$ cat src/rtl/m68k_bus_ctrl_if.sv
// m68k_bus_ctrl_if: 68000 bus-cycle signals between the CPU side (master)
// and the bus-cycle controller (slave).
//   CPU -> controller : as_n, uds_n, lds_n, read, addr[23:0], fc[2:0]
//   device -> ctrl    : io_ready (carried here so one bundle covers the bus)
//   controller -> CPU : dtack_n, berr_n, vpa_n
//   controller -> dev : rom_cs_n, ram_cs_n, io_cs_n, oe_n, we_hi_n, we_lo_n
interface m68k_bus_ctrl_if;
  logic        as_n;
  logic        uds_n;
  logic        lds_n;
  logic        read;
  logic [23:0] addr;
  logic [2:0]  fc;
  logic        io_ready;
  logic        dtack_n;
  logic        berr_n;
  logic        vpa_n;
  logic        rom_cs_n;
  logic        ram_cs_n;
  logic        io_cs_n;
  logic        oe_n;
  logic        we_hi_n;
  logic        we_lo_n;

  modport master (
    output as_n, uds_n, lds_n, read, addr, fc, io_ready,
    input  dtack_n, berr_n, vpa_n, rom_cs_n, ram_cs_n, io_cs_n,
           oe_n, we_hi_n, we_lo_n
  );

  modport slave (
    input  as_n, uds_n, lds_n, read, addr, fc, io_ready,
    output dtack_n, berr_n, vpa_n, rom_cs_n, ram_cs_n, io_cs_n,
           oe_n, we_hi_n, we_lo_n
  );
endinterface

$ cat src/rtl/m68k_bus_ctrl.sv
// m68k_bus_ctrl: 68000 bus-cycle controller. Synchronizes AS, decodes the
// address/function code into ROM (0x0xxxxx), RAM (0x1xxxxx) or IO (0xFxxxxx),
// asserts the chip select and strobes, inserts per-region wait states and
// terminates the cycle with DTACK, VPA (autovector IACK) or BERR (unmapped,
// ROM write, watchdog timeout).
// Ports:
//   clk   : system clock (same clock as the CPU)
//   reset : synchronous, active-high
//   bus   : m68k_bus_ctrl_if.slave (CPU pins, io_ready, selects and strobes)
// All outputs are registered, active-low, and high while idle.
module m68k_bus_ctrl #(
  parameter int ROM_WAIT       = 2,
  parameter int RAM_WAIT       = 0,
  parameter int IO_WAIT        = 1,
  parameter int TIMEOUT_CYCLES = 64
) (
  input  logic             clk,
  input  logic             reset,
  m68k_bus_ctrl_if.slave   bus
);
  localparam int MAX_WAIT = (ROM_WAIT > RAM_WAIT)
                          ? ((ROM_WAIT > IO_WAIT) ? ROM_WAIT : IO_WAIT)
                          : ((RAM_WAIT > IO_WAIT) ? RAM_WAIT : IO_WAIT);
  localparam int CW = (MAX_WAIT > 0) ? $clog2(MAX_WAIT + 1) : 1;
  localparam int DW = $clog2(TIMEOUT_CYCLES + 1);

  typedef enum logic [2:0] {
    S_IDLE, S_DECODE, S_WAIT, S_ACK, S_VPA, S_ERR
  } state_t;

  typedef enum logic [1:0] {R_NONE, R_ROM, R_RAM, R_IO} region_t;

  typedef struct packed {
    logic dtack_n;
    logic berr_n;
    logic vpa_n;
    logic rom_cs_n;
    logic ram_cs_n;
    logic io_cs_n;
    logic oe_n;
    logic we_hi_n;
    logic we_lo_n;
  } outs_t;

  state_t        state;
  region_t       region_l;
  region_t       region_dec;
  logic [CW-1:0] region_wait;
  logic [CW-1:0] wait_cnt;
  logic [DW-1:0] wdog;
  logic          as_meta;
  logic          as_sync;
  outs_t         o;
  logic          unused_addr;

  // Only the top nibble selects a region; byte offsets are the devices' business.
  assign unused_addr = ^bus.addr[19:0];

  always_comb begin
    region_dec = R_NONE;
    unique case (bus.addr[23:20])
      4'h0:    region_dec = R_ROM;
      4'h1:    region_dec = R_RAM;
      4'hF:    region_dec = R_IO;
      default: region_dec = R_NONE;
    endcase
  end

  always_comb begin
    region_wait = '0;
    unique case (region_dec)
      R_ROM:   region_wait = CW'(ROM_WAIT);
      R_RAM:   region_wait = CW'(RAM_WAIT);
      R_IO:    region_wait = CW'(IO_WAIT);
      default: region_wait = '0;
    endcase
  end

  // Outputs are updated on the same edge as the state they belong to, so the
  // output flops themselves hold the latched read/uds/lds values during WAIT
  // and ACK.
  always_ff @(posedge clk) begin
    if (reset) begin
      as_meta  <= 1'b0;
      as_sync  <= 1'b0;
      state    <= S_IDLE;
      region_l <= R_NONE;
      wait_cnt <= '0;
      wdog     <= '0;
      o        <= '1;
    end else begin
      // AS synchronizer stage boundary: as_n -> as_meta -> as_sync
      as_meta <= ~bus.as_n;
      as_sync <= as_meta;

      unique case (state)
        S_IDLE: begin
          if (as_sync) state <= S_DECODE;
        end

        S_DECODE: begin
          if (!as_sync) begin
            state <= S_IDLE;
          end else if (bus.fc == 3'b111) begin
            state   <= S_VPA;
            o.vpa_n <= 1'b0;
          end else if (region_dec == R_NONE || (region_dec == R_ROM && !bus.read)) begin
            state    <= S_ERR;
            o.berr_n <= 1'b0;
          end else begin
            state      <= S_WAIT;
            region_l   <= region_dec;
            wait_cnt   <= region_wait;
            wdog       <= '0;
            o.rom_cs_n <= (region_dec != R_ROM);
            o.ram_cs_n <= (region_dec != R_RAM);
            o.io_cs_n  <= (region_dec != R_IO);
            o.oe_n     <= ~bus.read;
            o.we_hi_n  <= bus.read | bus.uds_n;
            o.we_lo_n  <= bus.read | bus.lds_n;
          end
        end

        S_WAIT: begin
          if (!as_sync) begin
            state <= S_IDLE;
            o     <= '1;
          end else if (wait_cnt == '0 && (region_l != R_IO || bus.io_ready)) begin
            // Termination is tested before the watchdog so ACK wins a tie.
            state     <= S_ACK;
            o.dtack_n <= 1'b0;
          end else begin
            if (wait_cnt != '0) wait_cnt <= wait_cnt - 1'b1;
            wdog <= wdog + 1'b1;
            if (wdog == DW'(TIMEOUT_CYCLES - 1)) begin
              state    <= S_ERR;
              o        <= '1;
              o.berr_n <= 1'b0;
            end
          end
        end

        S_ACK, S_VPA, S_ERR: begin
          if (!as_sync) begin
            state <= S_IDLE;
            o     <= '1;
          end
        end

        default: begin
          state <= S_IDLE;
          o     <= '1;
        end
      endcase
    end
  end

  assign bus.dtack_n  = o.dtack_n;
  assign bus.berr_n   = o.berr_n;
  assign bus.vpa_n    = o.vpa_n;
  assign bus.rom_cs_n = o.rom_cs_n;
  assign bus.ram_cs_n = o.ram_cs_n;
  assign bus.io_cs_n  = o.io_cs_n;
  assign bus.oe_n     = o.oe_n;
  assign bus.we_hi_n  = o.we_hi_n;
  assign bus.we_lo_n  = o.we_lo_n;
endmodule
$ cat src/flat_wrapper.sv
// flat-port wrapper written by rule: the top's interface ports become plain ports
module m68k_bus_ctrl_flat 
#(
  parameter int ROM_WAIT       = 2,
  parameter int RAM_WAIT       = 0,
  parameter int IO_WAIT        = 1,
  parameter int TIMEOUT_CYCLES = 64
)
  (clk, reset, bus_as_n, bus_uds_n, bus_lds_n, bus_read, bus_addr, bus_fc, bus_io_ready, bus_dtack_n, bus_berr_n, bus_vpa_n, bus_rom_cs_n, bus_ram_cs_n, bus_io_cs_n, bus_oe_n, bus_we_hi_n, bus_we_lo_n);
  m68k_bus_ctrl_if bus_i ();
  input  logic clk;
  input  logic reset;
  input wire logic [$bits(bus_i.as_n)-1:0] bus_as_n;
  input wire logic [$bits(bus_i.uds_n)-1:0] bus_uds_n;
  input wire logic [$bits(bus_i.lds_n)-1:0] bus_lds_n;
  input wire logic [$bits(bus_i.read)-1:0] bus_read;
  input wire logic [$bits(bus_i.addr)-1:0] bus_addr;
  input wire logic [$bits(bus_i.fc)-1:0] bus_fc;
  input wire logic [$bits(bus_i.io_ready)-1:0] bus_io_ready;
  output wire logic [$bits(bus_i.dtack_n)-1:0] bus_dtack_n;
  output wire logic [$bits(bus_i.berr_n)-1:0] bus_berr_n;
  output wire logic [$bits(bus_i.vpa_n)-1:0] bus_vpa_n;
  output wire logic [$bits(bus_i.rom_cs_n)-1:0] bus_rom_cs_n;
  output wire logic [$bits(bus_i.ram_cs_n)-1:0] bus_ram_cs_n;
  output wire logic [$bits(bus_i.io_cs_n)-1:0] bus_io_cs_n;
  output wire logic [$bits(bus_i.oe_n)-1:0] bus_oe_n;
  output wire logic [$bits(bus_i.we_hi_n)-1:0] bus_we_hi_n;
  output wire logic [$bits(bus_i.we_lo_n)-1:0] bus_we_lo_n;
  assign bus_i.as_n = bus_as_n;
  assign bus_i.uds_n = bus_uds_n;
  assign bus_i.lds_n = bus_lds_n;
  assign bus_i.read = bus_read;
  assign bus_i.addr = bus_addr;
  assign bus_i.fc = bus_fc;
  assign bus_i.io_ready = bus_io_ready;
  assign bus_dtack_n = bus_i.dtack_n;
  assign bus_berr_n = bus_i.berr_n;
  assign bus_vpa_n = bus_i.vpa_n;
  assign bus_rom_cs_n = bus_i.rom_cs_n;
  assign bus_ram_cs_n = bus_i.ram_cs_n;
  assign bus_io_cs_n = bus_i.io_cs_n;
  assign bus_oe_n = bus_i.oe_n;
  assign bus_we_hi_n = bus_i.we_hi_n;
  assign bus_we_lo_n = bus_i.we_lo_n;
  m68k_bus_ctrl #(.ROM_WAIT(ROM_WAIT), .RAM_WAIT(RAM_WAIT), .IO_WAIT(IO_WAIT), .TIMEOUT_CYCLES(TIMEOUT_CYCLES)) u_core (.clk(clk), .reset(reset), .bus(bus_i));
endmodule
$ cat config.mk
export PLATFORM = sky130hd
export DESIGN_NAME = m68k_bus_ctrl_flat
export DESIGN_NICKNAME = d
export VERILOG_FILES = /design/src/rtl/m68k_bus_ctrl_if.sv /design/src/rtl/m68k_bus_ctrl.sv /design/src/flat_wrapper.sv
export SDC_FILE = /design/constraint.sdc
export NUM_CORES = 1
export LEC_CHECK = 0
export ABC_AREA = 1
export BUFFER_PORTS_ARGS = -buffer_cell sky130_fd_sc_hd__buf_2
export CORE_ASPECT_RATIO = 1.75
export CORE_MARGIN = 10
export CORE_UTILIZATION = 51
export DETAILED_ROUTE_END_ITERATION = 10
export PLACE_DENSITY = 0.79
export SKIP_CTS_REPAIR_TIMING = 1
export SYNTH_ARGS = -nofsm -noshare
export SYNTH_HDL_FRONTEND = slang
export SYNTH_SLANG_ARGS = --single-unit
$ cat constraint.sdc
create_clock -name clk -period 1.8 [get_ports clk]
set_input_delay 0.27 -clock clk [delete_from_list [all_inputs] [get_ports clk]]
set_output_delay 0.27 -clock clk [all_outputs]
set_load 0.1 [all_outputs]
Yosys cells after proc, flatten, opt, wreduce, memory -nomap -nowiden:

Cells that the tools add are included.

* bits in registers: 25
* input bits: 34
* output and inout port bits: 9
* word-level logic and storage cells: 111

* add/subtract/negate cells: 2
* eq/ne operators: 28
* muxes and demuxes: 37
* bitwise gates (word level): 8
* reductions and logical operators: 21

Operators with widths (number)
* $mux 7: 5
* $pmux 8 s4: 1
* $mux 9: 3
* $mux 3: 8
* $reduce_and 7->1: 3
* $mux 8: 2
* $ne 2x1->1 const B: 7
* $ne 2x2->1 const B: 7
* $pmux 7 s2: 1
* $mux 2: 6
* $mux 6: 2
* $pmux 3 s4: 1
* $reduce_and 6->1: 2
* $eq 3x3->1 const B: 3
* $pmux 2 s2: 2
* $add 7x1->7 const B: 1
* $eq 7x6->1 const B: 1
* $eq 3x2->1 const B: 2
* $ne 3x3->1 const B: 2
* $not 1->1: 6
* $pmux 2 s3: 1
* $reduce_and 3->1: 2
* $eq 4x1->1 const B: 1
* $eq 4x4->1 const B: 1
* other kinds (18): 26

Longest topological paths before layout:

Gate-level depths: netlist of the first run.

* word-level depth: 9
* depth in mapped cells: 10
* mapped depth without buffers: 10

Least setup slack after synthesis of the first run:

No wires, ideal clock.

* kind: register -> register
* start: register u_core.wdog[0]
* end: register, netlist name u_core.bus.berr_n
* setup time: 0.124 ns
* arrival: 1.275 ns
* required time: 1.676 ns
* path slack: 0.401 ns
* stages on the path, launching flop included: 11
* buffers on the path: 0
* clock period less this slack: 1.399 ns
* path through: dfxtp_1 ha_1 nand2_1 nor2_1 nand2_1 nand2_1 nand3_2 nor2_1 nand2_1 nand2_1 nand3_1

* word-level cells in the longest chain between the ends: 3

RTL lines
* start: declaration: RTL line m68k_bus_ctrl.sv:50 `logic [DW-1:0] wdog;`
* start signal: assignment: RTL line m68k_bus_ctrl.sv:134 `wdog <= wdog + 1'b1;`
* $eq 7x6->1: RTL line m68k_bus_ctrl.sv:135 `if (wdog == DW'(TIMEOUT_CYCLES - 1)) begin`
* $ne 3x3->1 (no source line)
* $reduce_and 7->1 (no source line)

No other way between the ends.
A chain may end at the register's enable or synchronous reset.

Final worst setup path of the first run:

* start: register u_core.state[0]
* end: register u_core.wait_cnt[1]

* word-level cells in the longest chain between the ends: 3
* elaborated cells on any way between the ends: 11
* those cells by class: eq/ne (8); mux (1); reduce/logical (2)

RTL lines
* start: declaration: RTL line m68k_bus_ctrl.sv:45 `state_t state;`
* start signal: assignment: RTL line m68k_bus_ctrl.sv:86 `state <= S_IDLE;`
* start signal: assignment: RTL line m68k_bus_ctrl.sv:98 `if (as_sync) state <= S_DECODE;`
* start signal: assignment: RTL line m68k_bus_ctrl.sv:103 `state <= S_IDLE;`
* $eq 3x2->1 or $eq 3x1->1 (tied branches): RTL line m68k_bus_ctrl.sv:96 `unique case (state)`
* $ne 2x1->1 (no source line) (tied with other cells)
* $reduce_and 7->1 (no source line)
* end signal: assignment: RTL line m68k_bus_ctrl.sv:113 `wait_cnt <= region_wait;`
* end signal: assignment: RTL line m68k_bus_ctrl.sv:133 `if (wait_cnt != '0) wait_cnt <= wait_cnt - 1'b1;`
* end: declaration: RTL line m68k_bus_ctrl.sv:49 `logic [CW-1:0] wait_cnt;`

Parallel ways exist; a longest one is shown, timed or not.

==> impl_results.md, run 1 <==
- Avg Cell Area, Syn: 6.619 um^2
- Share of the synthesized area in the top cell type: 0.3376
- Arrival @ worst endpoint: 1.81 ns
- ANT nets after route: 0
- Clock root buffer: clkbuf_8
- Hold Crit Class: input port to register
- Mapped Nets: 260
- DR vias/cell: about 5.2
- Worst skew pair latency: 0.27 ns
- Total iterations of the first detailed-routing run: 4
- Outcome: completed
- Clk buf depth: 2
- Total die area: 5549 um^2
- Worst Max-Slew Pin Slew: 0.4870 ns
- Met3 Resource Use GR: 0.03068
- First-pass GRT wire length: around 5400 um
- Die width: around 60 um
- Nets@finish: between 200 and 300
- Post-DP HPWL: approximately 2500 um
- Crit start category: register
- Yosys cell types: 27
- GR Overflow Total: 0
- Max-slew headroom: 0.6775
- CP endpoint kind: register
- Highest clock rate: between 600 and 700 MHz
- Core Box Area: between 2000 and 3000 um^2
- Footprint of the multi-input gates: between 800 and 900 um^2
- WL final: 3144 um
- Largest net degree at the start of global routing: 15
- Total clock buffers created by CTS: 3
- Htree depth: 1
- Initial Util: 0.5386
- Yosys top cell by area: dfxtp_1
- Max-cap viol count: 0
- Power Density: around 940 nW/um^2
- IO Count: 43
- Commonest cells after routing, fill and taps aside: nand2_1, nor2_1, inv_1, dfxtp_1, nand3_1
- CTS sink cnt: 25
- Post-route clock period utilization: 0.9055
- Std cell rows: 25
- Setup TNS: 0 ns
- GR Util met1: 0.1086
- Global placement routability congestion: 0.8353
- Mapped Cells: 224
- Vias in the first global route: 1345
- WL/cell: 11.39 um
- Antenna Cells: 0
- Slew Limit Fails: 0
- M2 GR Usage: 0.2210
- Count of final hold-check violations: 0
- DRC: 0
- Clock Pin Slew Worst Setup and Hold Paths: 0.09 ns
- Worst hold margin: 0.1352 ns
- Die Ht: 91.33 um
- Post-synthesis register bit count: 25
- RSZ-0062 raised after global routing: false
- Setup Skew: about 0.0025 ns
- Leakage power: 0.7936 nW
- Most used routing layer: met2
- Top post-synthesis cells by area: dfxtp_1, nand2_1, nand3_1
- Storage cell area: approximately 500 um^2
- Tot Pwr: 1.568 mW
- Ys Warns: 0
- Share of layout cells above drive strength 1: 0.2008
- Synthesized cell area: 1483 um^2
- Fillers: 283
- Seq/Total Area, Yosys: 0.3376
- Crit path kind: register to register
- Synth-to-layout area growth: 12.41%
- Initial antenna violation count: 0
- Tmin final: 1.630 ns
- Final setup fails: 0
- Most common cell after layout, fill and taps aside: nand2_1
- GR Util All Layers: 0.1185
- Initial drt markers: 26
- I/O Buffers: 22
- Worst Path Required: between 1.5 and 2 ns
- Post-DP Area: 1618 um^2
- Crit path max fanout: 8
- CTS tree: built
- Vias: 1438
- Max VDD drop: ~0.00056 V
- Layout Cell Area excl Fill: ~1700 um^2
-- critical path, cell delays in order, from the launching register on --
cell	delay, ns
dfxtp_1	0.39
inv_1	0.10
nor3_4	0.33
inv_2	0.10
nor2_2	0.19
nor2_4	0.10
nand3_1	0.15
nand2_1	0.07
nand2_1	0.06
nor2_1	0.04
-- sequential cells by signal, summed over array words and instances, names as in the netlist, 2 cells and up --
name,flops
u_core.region_l,2
u_core.wdog,7
u_core.wait_cnt,2
u_core.state,3
-- Yosys cell counts --
cell type  count
nand2_1       65
nor2_1        27
dfxtp_1       25
inv_1         25
nand3_1       24
a21oi_1        9
nand4_1        6
o21ai_0        5
nor2_4         4
inv_2          3
nand2_2        3
nand3_2        3
nor3_1         3
o21ai_1        3
buf_6          2
ha_1           2
nand2_4        2
nand3b_1       2
nor2_2         2
xor2_1         2
a31oi_1        1
buf_2          1
clkbuf_1       1
nand3_4        1
nor3_4         1
o21ai_2        1
o21bai_1       1
-- where the power goes --
group / switching, mW / internal, mW
registers: 0.0283 / 0.604
clock network: 0.183 / 0.155
logic: 0.457 / 0.140
-- path summary, 6_finish.rpt --
check                                                  start                              end  slack [ns]  cells after the start
worst max-delay path            u_core.state[0]$_SDFFE_PP0P_  u_core.wait_cnt[1]$_SDFFE_PP0P_        0.17                      9
worst min-delay path                                bus_as_n        u_core.as_meta$_SDFF_PP0_        0.14                      2
worst max register to register  u_core.state[0]$_SDFFE_PP0P_  u_core.wait_cnt[1]$_SDFFE_PP0P_        0.17                      9
worst min register to register     u_core.as_meta$_SDFF_PP0_        u_core.as_sync$_SDFF_PP0_        0.41                      2
-- metal layers --
metal	vias to the layer above	share of wire	wire, um
li1	764	-	-
met1	635	0.38	1186
met2	32	0.52	1650
met3	7	0.074	233
met4	0	0.024	74
met5	-	0	0
-- through the flow --
stage                     utilization  worst slack (ns)  std cells
after detailed placement       0.5877            0.1799        272
after CTS                      0.6045            0.1651        276
after floorplan                     -            0.4007        224
final                          0.6055            0.1701        276
after global routing           0.6055           0.01092        276
after global placement         0.5877            0.2018        272
-- cell families after synthesis --
group / synth area share
AND/OR/NAND/NOR: 0.4692
buffers and inverters: 0.09198
flip-flops: 0.3376
AO/OA/AOI/OAI: 0.07257
XOR/XNOR: 0.01182
adder cells (fa/ha/maj): 0.01687
-- layout make-up --
type,count,share of cell area
repair buffers,25,0.07958
flip-flops and latches,25,0.3003
inverters,28,0.06306
clock inverters,1,0.003003
clock buffers,3,0.02477
well taps,27,0.02027
multi-input cells,167,0.5090
(Power assumes the default switching activity.)
==> run 2, diff against run 1 <==
Settings changed: CORE_ASPECT_RATIO 1.75 to default.
==> impl_results.md, run 2 (synthesized netlist as in run 1, its figures left out) <==
- Die Ht: 73.92 um
- Combinational share of power: 0.402
- Most common cell after layout, fill and taps aside: nand2_1
- Largest register FFs: 7
- Slew Limit Fails: 0
- Share of layout cells above drive strength 1: 0.1960
- Cells along the critical path: ha_1, nand2_1, nor2_1, nand2_1, nand2_1, nand3_2, nor2_1, nand2_1, nand2_1, nand3_1
- Final core utilization: 0.6007
- Switch Pwr: 654.1 uW
- WL final: 3024 um
- Worst Path Required: around 2.0 ns
- Reg power frac: 0.424
- Vias: 1394
- Post-DP Area: 1630 um^2
- Worst hold margin: between 0.09 and 0.1 ns
- Crit start category: register
- Nets@finish: 287
- RSZ-0062 raised after global routing: false
- Clock root buffer: clkbuf_4
- Initial antenna violation count: 0
- Count of final hold-check violations: 0
- Final setup fails: 0
- I/O Buffers: 22
- Htree depth: 1
- Worst skew pair latency: 0.32 ns
- Switching Fraction: 0.4391
- Initial Util: 0.5377
- Outcome: completed
- Leakage power: 0.7884 nW
- Post-DP HPWL: 2400 um
- CTS tree: built
- R2r endpoint: u_core.bus.berr_n$_SDFFE_PP1P_
- Cells on worst reg2reg path: 10
- Crit path max fanout: 4
- Launching point of the worst reg2reg path: u_core.wdog[0]$_SDFFE_PP0P_
- Global placement routability congestion: just over 0.8
- DRC: 0
- ANT nets after route: 0
- Tmin final: between 1.5 and 2 ns
- Hold wc startpoint: bus_as_n
- Clock Power Share: 0.174
- Setup TNS: 0 ns
- Synth-to-layout area growth: 11.73%
- Vias in the first global route: roughly 1300
- Layout Cells excl Fill: approximately 280
- Die width: 73.92 um
- Worst hold path stage count: 2
- Hold Crit Class: input port to register
- Total clock buffers created by CTS: 3
- Fillers: about 270
- Most used cell, CP: nand2_1
- Max-cap viol count: 0
- Power Density: 899.2 nW/um^2
- Tot Pwr: 1.490 mW
- Largest registers: u_core.wdog: 7 flops, u_core.state: 3 flops
- Post-route clock period utilization: 0.8952
- Post-route worst setup slack: 0.1887 ns
- Commonest cells after routing, fill and taps aside: nand2_1, nor2_1, inv_1, dfxtp_1, nand3_1
- Pre-CTS setup slack: 0.1884 ns
- Biggest register: u_core.wdog
- Internal: 835.4 uW
- Crit path kind: register to register
- Setup Skew: 0.008117 ns
- First-pass GRT wire length: ~5400 um
- Initial drt markers: 75
- CTS sink cnt: 25
- Largest net degree at the start of global routing: 14
- Total die area: 5464 um^2
- WL/cell: 10.76 um
- GR Util All Layers: 0.1175
- Clock Pin Slew Worst Setup and Hold Paths: 0.14 ns
- Total iterations of the first detailed-routing run: 4
- Layout Cell Area excl Fill: 1657 um^2
- Clk buf depth: 2
- Max-slew headroom: 0.6777
- Worst path slowest cell: dfxtp_1
- Placed instance count: 277
- CP peak stage delay: 0.41 ns
- Max VDD drop: 0.0008238 V
- Reg-to-reg setup timing slack: 0.19 ns
- Hold EP: u_core.as_meta$_SDFF_PP0_
- Arrival @ worst endpoint: around 1.8 ns
- Std cell rows: 19
- CP endpoint kind: register
- Antenna Cells: 0
- Worst Max-Slew Pin Slew: 0.4867 ns
- Core Box Area: 2758 um^2
- GR Overflow Total: 0
- DR vias/cell: 4.961
- Highest clock rate: 620.6 MHz
- IO Count: 43
-- run 2: worst max path at each step --
stage                     slack (ns)                              end                         from  depth (start not counted)
after floorplan                 0.40   u_core.bus.berr_n$_SDFFE_PP1P_  u_core.wdog[0]$_SDFFE_PP0P_                         10
after global placement          0.23  u_core.bus.io_cs_n$_SDFFE_PP1P_  u_core.wdog[0]$_SDFFE_PP0P_                         10
after detailed placement        0.19  u_core.bus.io_cs_n$_SDFFE_PP1P_                 bus_addr[23]                          9
after CTS                       0.18  u_core.bus.io_cs_n$_SDFFE_PP1P_  u_core.wdog[0]$_SDFFE_PP0P_                         10
after global routing            0.02   u_core.bus.berr_n$_SDFFE_PP1P_  u_core.wdog[0]$_SDFFE_PP0P_                         10
final                           0.19   u_core.bus.berr_n$_SDFFE_PP1P_  u_core.wdog[0]$_SDFFE_PP0P_                         10
-- run 2: power groups by stage --
stage / Combinational, mW / Clock (mW) / Sequential [mW]
detailed placement: 0.605 / 0 / 0.644
CTS: 0.605 / 0.266 / 0.632
finish: 0.599 / 0.260 / 0.631
floorplan: 0.275 / 0 / 0.864
global placement: 0.598 / 0 / 0.642
global route: 0.666 / 0.291 / 0.638
-- run 2: worst max-delay path: cells and delay by family, from the launching register on --
kind | cells | cell delay, ns
DFF | 1 | 0.41
and+or+nand+nor | 9 | 0.90
adders and majority gates | 1 | 0.19
-- run 2: cell type report --
class / instances / area, um^2 / share of cell area
clock buffers: 4 / 26.28 / 0.01586
inverters: 28 / 105.1 / 0.06344
multi-input cells: 167 / 845.8 / 0.5106
flip-flops and latches: 25 / 500.5 / 0.3021
well taps: 31 / 38.79 / 0.02341
repair buffers: 26 / 140.1 / 0.08459
-- run 2: routing by layer --
| layer | part of all wire | track usage | up-vias |
|---|---|---|---|
| li1 | - | - | 769 |
| met1 | 0.49 | 0.1453 | 595 |
| met2 | 0.45 | 0.1932 | 26 |
| met3 | 0.057 | 0.02557 | 4 |
| met4 | 0.0096 | 0.04555 | 0 |
| met5 | 0 | 0 | - |
